**config.mk**
```make
export PLATFORM = sky130hd
export DESIGN_NAME = time_tag_gate_ctrl
export DESIGN_NICKNAME = d
export VERILOG_FILES = /design/src/rtl/time_tag_gate_ctrl.sv
export SDC_FILE = /design/constraint.sdc
export NUM_CORES = 1
export LEC_CHECK = 0
export CAP_MARGIN = 20
export CELL_PAD_IN_SITES_DETAIL_PLACEMENT = 0
export CELL_PAD_IN_SITES_GLOBAL_PLACEMENT = 1
export CORE_MARGIN = 4
export CORE_UTILIZATION = 35
export DETAILED_ROUTE_END_ITERATION = 6
export PLACE_DENSITY = 0.73
export SLEW_MARGIN = 20
export SYNTH_ARGS = -nofsm -noshare
export SYNTH_HDL_FRONTEND = slang
export SYNTH_SLANG_ARGS = --single-unit
```
**constraint.sdc**
```tcl
create_clock -name clk -period 5.1 [get_ports clk]
set_input_delay 1.275 -clock clk [delete_from_list [all_inputs] [get_ports clk]]
set_output_delay 1.275 -clock clk [all_outputs]
set_load 0.1 [all_outputs]
```
**src/rtl/time_tag_gate_ctrl.sv**
```systemverilog
// Trigger-qualification gate sequencer for the time-tagging path.
// Arm, open a gate of win_len clocks on the next PPS edge, tag the first
// qualified trigger with the PPS-relative count, hand it to readout, then
// hold off and re-arm.
module time_tag_gate_ctrl #(
  parameter int CNT_W = 32,
  parameter int WIN_W = 16,
  parameter int QC_W  = 16
) (
  input  logic             clk,
  input  logic             rst,
  input  logic             pps,
  input  logic             trig_in,
  input  logic             arm,
  input  logic             abort,
  input  logic [WIN_W-1:0] win_len,
  input  logic [WIN_W-1:0] holdoff_len,
  input  logic             tag_ack,
  output logic             gate_out,
  output logic             trig_qual,
  output logic             tag_valid,
  output logic [CNT_W-1:0] tag_clk,
  output logic [QC_W-1:0]  qual_count,
  output logic             miss,
  output logic             busy
);

  typedef enum logic [2:0] {IDLE, ARMED, OPEN, REPORT, HOLDOFF} state_t;

  localparam logic [WIN_W-1:0] WIN_ONE = WIN_W'(1);
  localparam logic [CNT_W-1:0] CNT_ONE = CNT_W'(1);
  localparam logic [QC_W-1:0]  QC_ONE  = QC_W'(1);

  state_t            state, state_n;
  logic              pps_d, trig_d;
  logic              pps_rise, trig_rise;
  logic [CNT_W-1:0]  pps_cnt;
  logic [WIN_W-1:0]  win_cnt, ho_cnt;
  logic              capture, expire, load_win, load_ho;

  assign pps_rise  = pps & ~pps_d;
  assign trig_rise = trig_in & ~trig_d;
  assign gate_out  = (state == OPEN);
  assign trig_qual = gate_out & trig_rise;
  assign busy      = (state != IDLE);

  // State register
  always_ff @(posedge clk or posedge rst) begin
    if (rst) state <= IDLE;
    else     state <= state_n;
  end

  // Next-state decode and datapath strobes; abort overrides everything
  always_comb begin
    state_n  = state;
    capture  = 1'b0;
    expire   = 1'b0;
    load_win = 1'b0;
    load_ho  = 1'b0;
    if (abort) begin
      state_n = IDLE;
    end else begin
      case (state)
        IDLE:    if (arm) state_n = ARMED;
        ARMED: begin
          if (pps_rise && (win_len != '0)) begin
            load_win = 1'b1;
            state_n  = OPEN;
          end
        end
        OPEN: begin
          // A trigger on the last window cycle takes priority over expiry
          if (trig_qual) begin
            capture = 1'b1;
            state_n = REPORT;
          end else if (win_cnt == WIN_ONE) begin
            expire  = 1'b1;
            state_n = IDLE;
          end
        end
        REPORT: begin
          if (tag_ack) begin
            if (holdoff_len == '0) begin
              state_n = ARMED;
            end else begin
              load_ho = 1'b1;
              state_n = HOLDOFF;
            end
          end
        end
        HOLDOFF: if (ho_cnt == WIN_ONE) state_n = ARMED;
        default: state_n = IDLE;
      endcase
    end
  end

  // Edge-detect history and free-running saturating PPS-relative counter
  always_ff @(posedge clk or posedge rst) begin
    if (rst) begin
      pps_d   <= 1'b0;
      trig_d  <= 1'b0;
      pps_cnt <= '0;
    end else begin
      pps_d  <= pps;
      trig_d <= trig_in;
      if (pps_rise)             pps_cnt <= '0;
      else if (pps_cnt != '1)   pps_cnt <= pps_cnt + CNT_ONE;
    end
  end

  // Window and holdoff down-counters
  always_ff @(posedge clk or posedge rst) begin
    if (rst) begin
      win_cnt <= '0;
      ho_cnt  <= '0;
    end else begin
      if (load_win)             win_cnt <= win_len;
      else if (state == OPEN)   win_cnt <= win_cnt - WIN_ONE;
      if (load_ho)              ho_cnt  <= holdoff_len;
      else if (state == HOLDOFF) ho_cnt <= ho_cnt - WIN_ONE;
    end
  end

  // Tag capture, readout handshake, qualified count and miss pulse
  always_ff @(posedge clk or posedge rst) begin
    if (rst) begin
      tag_clk    <= '0;
      qual_count <= '0;
      tag_valid  <= 1'b0;
      miss       <= 1'b0;
    end else begin
      miss <= expire;
      if (capture) begin
        tag_clk <= pps_cnt;
        if (qual_count != '1) qual_count <= qual_count + QC_ONE;
      end
      if (abort)                                 tag_valid <= 1'b0;
      else if (capture)                          tag_valid <= 1'b1;
      else if ((state == REPORT) && tag_ack)     tag_valid <= 1'b0;
    end
  end

endmodule

```
==> results_dict.tcl, run 1 <==
set metrics [dict create \
    dp_hpwl_mm 10.4 \
    crit_slowest_cell "clkdlybuf4s50_1" \
    place_congestion 0.825 \
    synth_fp_nets 641 \
    routed_wl_mm 14.7 \
    antenna_found_initial 0 \
    placed_cells 889 \
    overflow 0 \
    ys_types 51 \
    ys.flop_type "dfrtp_1" \
    numCtsBuffers 17 \
    status "finished, final reports clean" \
    ir_worst_vdd_uv 277 \
    grt_pass1_vias 4831 \
    finalSetupTns_ns 0 \
    coreArea_um2 16500 \
    post-route-period-util 0.771 \
    crit_chain "nor2_1 > nand2_1 > clkinv_1 > clkdlybuf4s50_1" \
    tritoncts "built" \
    synth_enable_flop_cells 0 \
    post_cts_resized 0 \
    portBuffers 91 \
    slew_headroom 0.294 \
    hold-worst-slack_ns 0.474 \
    hold_violations 0 \
    synth.ff_latch_count 119 \
    clk_pin_slew_ns 0.05 \
    pwr-share-comb 0.271 \
    ys_warn_count 0 \
    pin_count 92 \
    p_leak_nw 3.16 \
    root_buffer "clkbuf_16" \
    max_freq_mhz 254 \
    synth_area_leaders "dfrtp_1, mux2_2, xnor2_1" \
    postSynth.asyncResetShare 1.00 \
    nNetsFinal 733 \
    ant_nets 0 \
    fin_util 0.461 \
    cts_setup_buffers 0 \
    die-area_um2 18900 \
    die_h_um 137 \
    grt_busiest_layer "met2" \
    r2r_setup_slack_ns 2.33 \
    netlist_instances 596 \
    critPathMaxFanout 8 \
    htree_levels 4 \
    grt_util_met3 0.0413 \
    wl_per_cell_um 16.0 \
    cp_top_family "buffers and inverters" \
    cts_sinks 119 \
    yosysSeqAreaShare 0.507 \
    grt_use_total 0.162 \
    num_vias 4895 \
    min_period_ns 3.93 \
    grt_pass1_wl_mm 24.3 \
    synth.avg_cell_area_um2 9.85 \
    start_util 0.355 \
    power.density_nw_per_um2 449 \
    pre_cts_ws_ns 1.07 \
    clockBufferDepth 2 \
    max_stage_delay_ns 1.18 \
    instances_no_fill 921 \
    clock-skew-final_ns 0.00793 \
    grtUsageMet2 0.250 \
    cp.required_ns 3.83 \
    cp.buffers_inverters 2 \
    min_path_type "flip-flop to flip-flop" \
    rsz0062_at_grt "false" \
    num_antenna_cells 0 \
    grt_max_degree 78 \
    finalSetupViolations 0 \
    vias_per_cell 5.31 \
    synth_top_cell_area_share 0.507 \
    p_seq_frac 0.384 \
    yosysTopAreaCell "dfrtp_1" \
    area_delta_synth_final_pct 29.7 \
    rows 47 \
    sw_frac_of_total 0.356 \
    detail_route.first_pass.iterations 5 \
    clk_latency_ns 0.41 \
    postPlaceCellArea_um2 7030 \
    met1_usage 0.225 \
    criticalPathCategory "flip-flop to primary output" \
    tightest_slew_ns 1.03 \
    p_int_mw 2.20 \
    drive_gt1_frac 0.104 \
    power_mw 3.42 \
    p_sw_mw 1.21 \
    drc 0 \
    netlist_area_um2 5870 \
    cp-start-kind "flip-flop" \
    maxSlewViolCount 0 \
    drv_cap 0 \
    dr.first_iter.drc_count 211 \
    fin_ws_ns 1.17 \
    design_area_um2 7610 \
    power.share.clock 0.345 \
    endpoint_kind "primary output" \
    die_x_um 137 \
    hold_buffers 0 \
    arrival_ns 2.65 \
]
registers in the layout, summed over array words and instances (netlist names), 3 cells and up:
register,count
tag_clk,32
ho_cnt,16
qual_count,16
pps_cnt,32
state,3
win_cnt,16
path summary, 6_finish.rpt:
check                                 start        endpoint  depth (start not counted)
min in group asynchronous               rst  qual_count[15]                          2
max in group asynchronous               rst     tag_clk[17]                          3
worst min register to register  tag_clk[29]     tag_clk[29]                          2
worst max register to register     state[1]  qual_count[15]                          6
worst max-delay path               state[0]        gate_out                          4
worst min-delay path            tag_clk[29]     tag_clk[29]                          2
metal layers:
layer,up-vias,routed length (µm)
li1,2380,-
met2,108,6950
met5,-,0
met1,2396,6860
met4,0,151
met3,11,769
worst min-delay path, cell delays in order (launching register included):
cell	delay (ns)
dfrtp_1	0.33
nand2_1	0.05
o21ai_0	0.06
cell usage after synthesis, drive strengths merged, types with 3 or more instances:
cell type and count:
o31ai 5, nor2 51, o21ai 32, xnor2 34
and4 5, a221o 4, and2 4, nor2b 5
nor4b 3, xor2 6, nand2b 5, or3 5
a211oi 5, a31o 4, ha 6, a31oi 11
nor3 19, mux2 28, a2111oi 3, nand2 75
o211ai 6, clkbuf 20, buf 4, inv 13
dfrtp 119, nand4 15, nand3 20, and3 8
a41o 3, a311oi 3, o311ai 5, nor4 24
or4 6, a21oi 21
power by group through the flow:
stage	logic [mW]	registers (mW)	clock network [mW]
after detailed placement	0.926	1.32	0
final	0.924	1.31	1.18
after CTS	0.929	1.31	1.21
after global routing	1.01	1.34	1.26
after floorplan	0.480	1.51	0
after global placement	0.911	1.32	0
area by class of cell:
| type | count | area (µm²) |
|---|---|---|
| Fill cell | 1591 | 8910 |
| Sequential cell | 119 | 2980 |
| Multi-Input combinational cell | 439 | 2750 |
| Timing Repair Buffer | 97 | 966 |
| Clock buffer | 21 | 450 |
| Tap cell | 220 | 275 |
| Clock inverter | 11 | 130 |
| Inverter | 14 | 57.6 |
cell families after synthesis:
logic type / count (synthesis) / share of synthesized area
simple gates: 251 / 0.213
flops: 119 / 0.507
compound gates: 114 / 0.129
xor+xnor: 40 / 0.0597
buf+inv: 38 / 0.0247
mux: 28 / 0.0537
fa+ha+maj: 6 / 0.0128
placed cells by master, fill, tap and decap left out, drive strengths merged, types with 19 or more instances in the layout:
cell type / Yosys / layout
dfrtp: 119 / 119
nand3: 20 / 20
nor4: 24 / 24
nor2: 51 / 51
nand2: 75 / 75
o21ai: 32 / 32
a21oi: 21 / 21
nor3: 19 / 19
clkdlybuf4s50: 0 / 90
xnor2: 34 / 34
clkbuf: 20 / 21
mux2: 28 / 28
(Power assumes the default switching activity.)
==> run 2: changes to the inputs <==
PLACE_DENSITY = 0.76   (was 0.73)
clock period = 3.4 ns   (was 5.1 ns; I/O delays follow)
==> results_dict.tcl, run 2 (synthesis gave the netlist of run 1 again) <==
set metrics [dict create \
    wl_per_cell_um 15.7 \
    clock-skew-final_ns 0.0128 \
    cp-start-kind "input pin" \
    placed_cells 896 \
    p_leak_nw 3.30 \
    cp.required_ns 2.55 \
    min_period_ns 2.77 \
    clk_latency_ns 0.42 \
    clk_pin_slew_ns 0.05 \
    hold_buffers 0 \
    mostFrequentLayoutCells "dfrtp_1, nand2_1, buf_4, nor2_1, clkdlybuf4s50_1" \
    die_h_um 137 \
    register_area_um2 2980 \
    drv_cap 0 \
    ir_worst_vdd_uv 500 \
    grt_max_degree 41 \
    numCtsBuffers 17 \
    slew_headroom 0.357 \
    tightest_slew_ns 0.961 \
    hold_violations 0 \
    power.density_nw_per_um2 681 \
    ant_nets 0 \
    power_mw 5.16 \
    pin_count 92 \
    reg_top3 "pps_cnt x32, tag_clk x32" \
    arrival_ns 1.92 \
    drive_gt1_frac 0.187 \
    rsz0062_at_grt "false" \
    portBuffers 91 \
    routed_wl_mm 14.6 \
    die_x_um 137 \
    cts_sinks 119 \
    fillers 1550 \
    dp_hpwl_mm 10.5 \
    dr.first_iter.drc_count 301 \
    min_path_type "flip-flop to flip-flop" \
    maxSlewViolCount 0 \
    num_vias 4904 \
    grt_pass1_wl_mm 23.9 \
    place_congestion 0.845 \
    root_buffer "clkbuf_16" \
    criticalPathCategory "input pin to primary output" \
    clockBufferDepth 2 \
    multi_input_area_um2 2750 \
    rows 47 \
    htree_levels 4 \
    max_freq_mhz 361 \
    post-route-period-util 0.815 \
    antenna_found_initial 0 \
    endpoint_kind "primary output" \
    detail_route.first_pass.iterations 5 \
    cts_setup_buffers 0 \
    drc 0 \
    instances_no_fill 927 \
    finalSetupTns_ns 0 \
    vias_per_cell 5.29 \
    area_delta_synth_final_pct 29.1 \
    finalSetupViolations 0 \
    coreArea_um2 16500 \
    grt_use_total 0.160 \
    nNetsFinal 740 \
    design_area_um2 7570 \
    final_common_cell "dfrtp_1" \
    start_util 0.355 \
    tritoncts "built" \
    postPlaceCellArea_um2 6980 \
    overflow 0 \
    die-area_um2 18900 \
    post_cts_resized 0 \
    grt_pass1_vias 4917 \
    critPathMaxFanout 4 \
    status "finished, final reports clean" \
    num_antenna_cells 0 \
]
[run 2: metrics by stage]
step                utilization  worst slack, ns  hold slack [ns]
floorplan                     -            0.366            0.465
global placement          0.422            0.315            0.469
detailed placement        0.422            0.303            0.477
CTS                       0.458            0.643            0.489
global route              0.458            0.571            0.512
finish                    0.458            0.631            0.481
[run 2: final timing paths]
check | depth (start not counted) | end | startpoint | slack (ns)
max in group asynchronous | 3 | state[0] | rst | 1.76
worst min-delay path | 2 | tag_clk[29] | tag_clk[29] | 0.48
worst max-delay path | 4 | trig_qual | trig_in | 0.63
worst max register to register | 5 | pps_cnt[27] | pps_cnt[10] | 0.76
worst min register to register | 2 | tag_clk[29] | tag_clk[29] | 0.48
min in group asynchronous | 2 | win_cnt[5] | rst | 0.88
[run 2: critical path, stage by stage]
cell and delay (ns):
clkdlybuf4s50_1 0.49, nand2b_1 0.14, nor2_1 0.22, buf_12 0.21
[run 2: routing by layer]
layer,share of wire,global-route usage
met1,0.46,0.212
met2,0.47,0.255
met3,0.051,0.0391
met4,0.015,0.0615
met5,0,0
[run 2: power by group]
part           internal, mW  switching [mW]  total (mW)
registers              1.68           0.288        1.97
logic                 0.451           0.927        1.38
clock network          1.20           0.613        1.81
total                  3.33            1.83        5.16
[run 2: final cells by class]
type | instances | share of cell area
Multi-Input combinational cell | 439 | 0.364
Clock buffer | 22 | 0.0626
Tap cell | 220 | 0.0363
Clock inverter | 9 | 0.0164
Sequential cell | 119 | 0.393
Inverter | 14 | 0.00743
Timing Repair Buffer | 104 | 0.121
==> run 3: changes to the inputs <==
PLACE_DENSITY = 0.73   (was 0.76)
clock period = 2.6 ns   (was 3.4 ns; I/O delays follow)
==> results_dict.tcl, run 3 (synthesis gave the netlist of run 1 again) <==
set metrics [dict create \
    cts_sinks 119 \
    num_antenna_cells 0 \
    drv_cap 0 \
    max_freq_mhz 408 \
    dr.max_layer_used "met4" \
    min_period_ns 2.45 \
    ant_nets 0 \
    reg_top3 "pps_cnt x32, tag_clk x32" \
    routed-wl-met3_um 615 \
    die_h_um 137 \
    routed_wl_mm 15.0 \
    finalSetupTns_ns 0 \
    clk_pin_slew_ns 0.06 \
    clockBufferDepth 2 \
    die-area_um2 18900 \
    htree_levels 4 \
    dr.first_iter.drc_count 203 \
    area_delta_synth_final_pct 32.3 \
    arrival_ns 1.80 \
    r2r_setup_slack_ns 0.17 \
    cp.required_ns 1.95 \
    post-route-period-util 0.943 \
    detail_route.first_pass.iterations 4 \
    design_area_um2 7760 \
    maxSlewViolCount 0 \
    hold_violations 0 \
    clk_latency_ns 0.41 \
    status "finished, final reports clean" \
    drc 0 \
    antenna_found_initial 0 \
    coreArea_um2 16500 \
    power.density_nw_per_um2 884 \
    place_congestion 0.838 \
    p_leak_nw 3.39 \
    root_buffer "clkbuf_16" \
    num_vias 4959 \
    grt_pass1_vias 5197 \
    start_util 0.355 \
    criticalPathCategory "flip-flop to primary output" \
    cp-start-kind "flip-flop" \
    overflow 0 \
    min_path_type "flip-flop to flip-flop" \
    clock-skew-final_ns 0.00540 \
    min_from "tag_clk[29]" \
    grt_use_total 0.169 \
    met2_length_mm 7.40 \
    wl_per_cell_um 15.9 \
    r2r-start "pps_cnt[12]" \
    mostFrequentLayoutCells "dfrtp_1, buf_4, nand2_1, nor2_1, clkdlybuf4s50_1" \
    postPlaceCellArea_um2 7140 \
    hold_depth 2 \
    rsz0062_at_grt "false" \
    tritoncts "built" \
    tightest_slew_ns 0.648 \
    grt_pass1_wl_mm 25.6 \
    max_stage_delay_ns 0.47 \
    drive_gt1_frac 0.212 \
    met1Wirelength_mm 6.85 \
    dp_hpwl_mm 11.0 \
    crit_chain "nor2_1 > nand2_1 > clkinvlp_4 > buf_12" \
    critPathMaxFanout 8 \
    pin_count 92 \
    nNetsFinal 757 \
    numCtsBuffers 17 \
    slew_headroom 0.564 \
    rr_endpoint "pps_cnt[25]" \
    grt_max_degree 41 \
    finalSetupViolations 0 \
    crit_slowest_cell "dfrtp_1" \
    final_common_cell "dfrtp_1" \
    cts_setup_buffers 0 \
    portBuffers 91 \
    vias_per_cell 5.25 \
    endpoint_kind "primary output" \
    reg2reg_depth 5 \
    die_x_um 137 \
    ir_worst_vdd_uv 892 \
    rows 47 \
    min_to "tag_clk[29]" \
]
## run 3: what timing repair did
action | CTS | global route
hold buffers | 0 | 0
gates resized for setup | 0 | 1
endpoints found under the setup margin | 0 | 1
## run 3: area by class of cell
| class | instances | area, µm² |
|---|---|---|
| Timing Repair Buffer | 121 | 1080 |
| Tap cell | 220 | 275 |
| Clock buffer | 20 | 467 |
| Fill cell | 1549 | 8760 |
| Multi-Input combinational cell | 439 | 2760 |
| Sequential cell | 119 | 2980 |
| Clock inverter | 12 | 150 |
| Inverter | 14 | 60.1 |
## run 3: power by group
part	internal, mW	switching, mW	total (mW)	leakage [nW]
clock network	1.58	0.849	2.42	0.286
logic	0.636	1.23	1.87	1.52
registers	2.20	0.375	2.57	1.58
## run 3: worst max path at each step
stage | endpoint | from | slack [ns] | depth (start not counted)
finish | gate_out | state[0] | 0.15 | 4
floorplan | qual_count[11] | qual_count[3] | 0.06 | 5
CTS | gate_out | state[0] | 0.11 | 4
global placement | qual_count[10] | abort | -0.08 | 7
global route | gate_out | state[0] | 0.03 | 4
detailed placement | qual_count[14] | abort | -0.10 | 7
## run 3: through the flow
stage / utilization / cells / setup slack, ns / hold slack, ns / power (mW)
after floorplan: - / 596 / 0.0602 / 0.465 / 3.90
after global placement: 0.432 / 913 / -0.0839 / 0.465 / 4.41
after detailed placement: 0.432 / 913 / -0.102 / 0.475 / 4.46
after CTS: 0.470 / 945 / 0.105 / 0.487 / 6.94
after global routing: 0.470 / 945 / 0.0305 / 0.505 / 7.26
final: 0.470 / 945 / 0.148 / 0.479 / 6.87
## run 3: worst max-delay path, delay by kind of cell, from the launching register on
family | cells | cell delay, ns
buf+inv | 2 | 0.53
flops | 1 | 0.47
simple gates | 2 | 0.38
## run 3: routing by layer
layer / track usage / vias up
met4: 0.0571 / 0
met2: 0.278 / 90
met5: 0 / -
li1: - / 2430
met1: 0.220 / 2426
met3: 0.0373 / 13
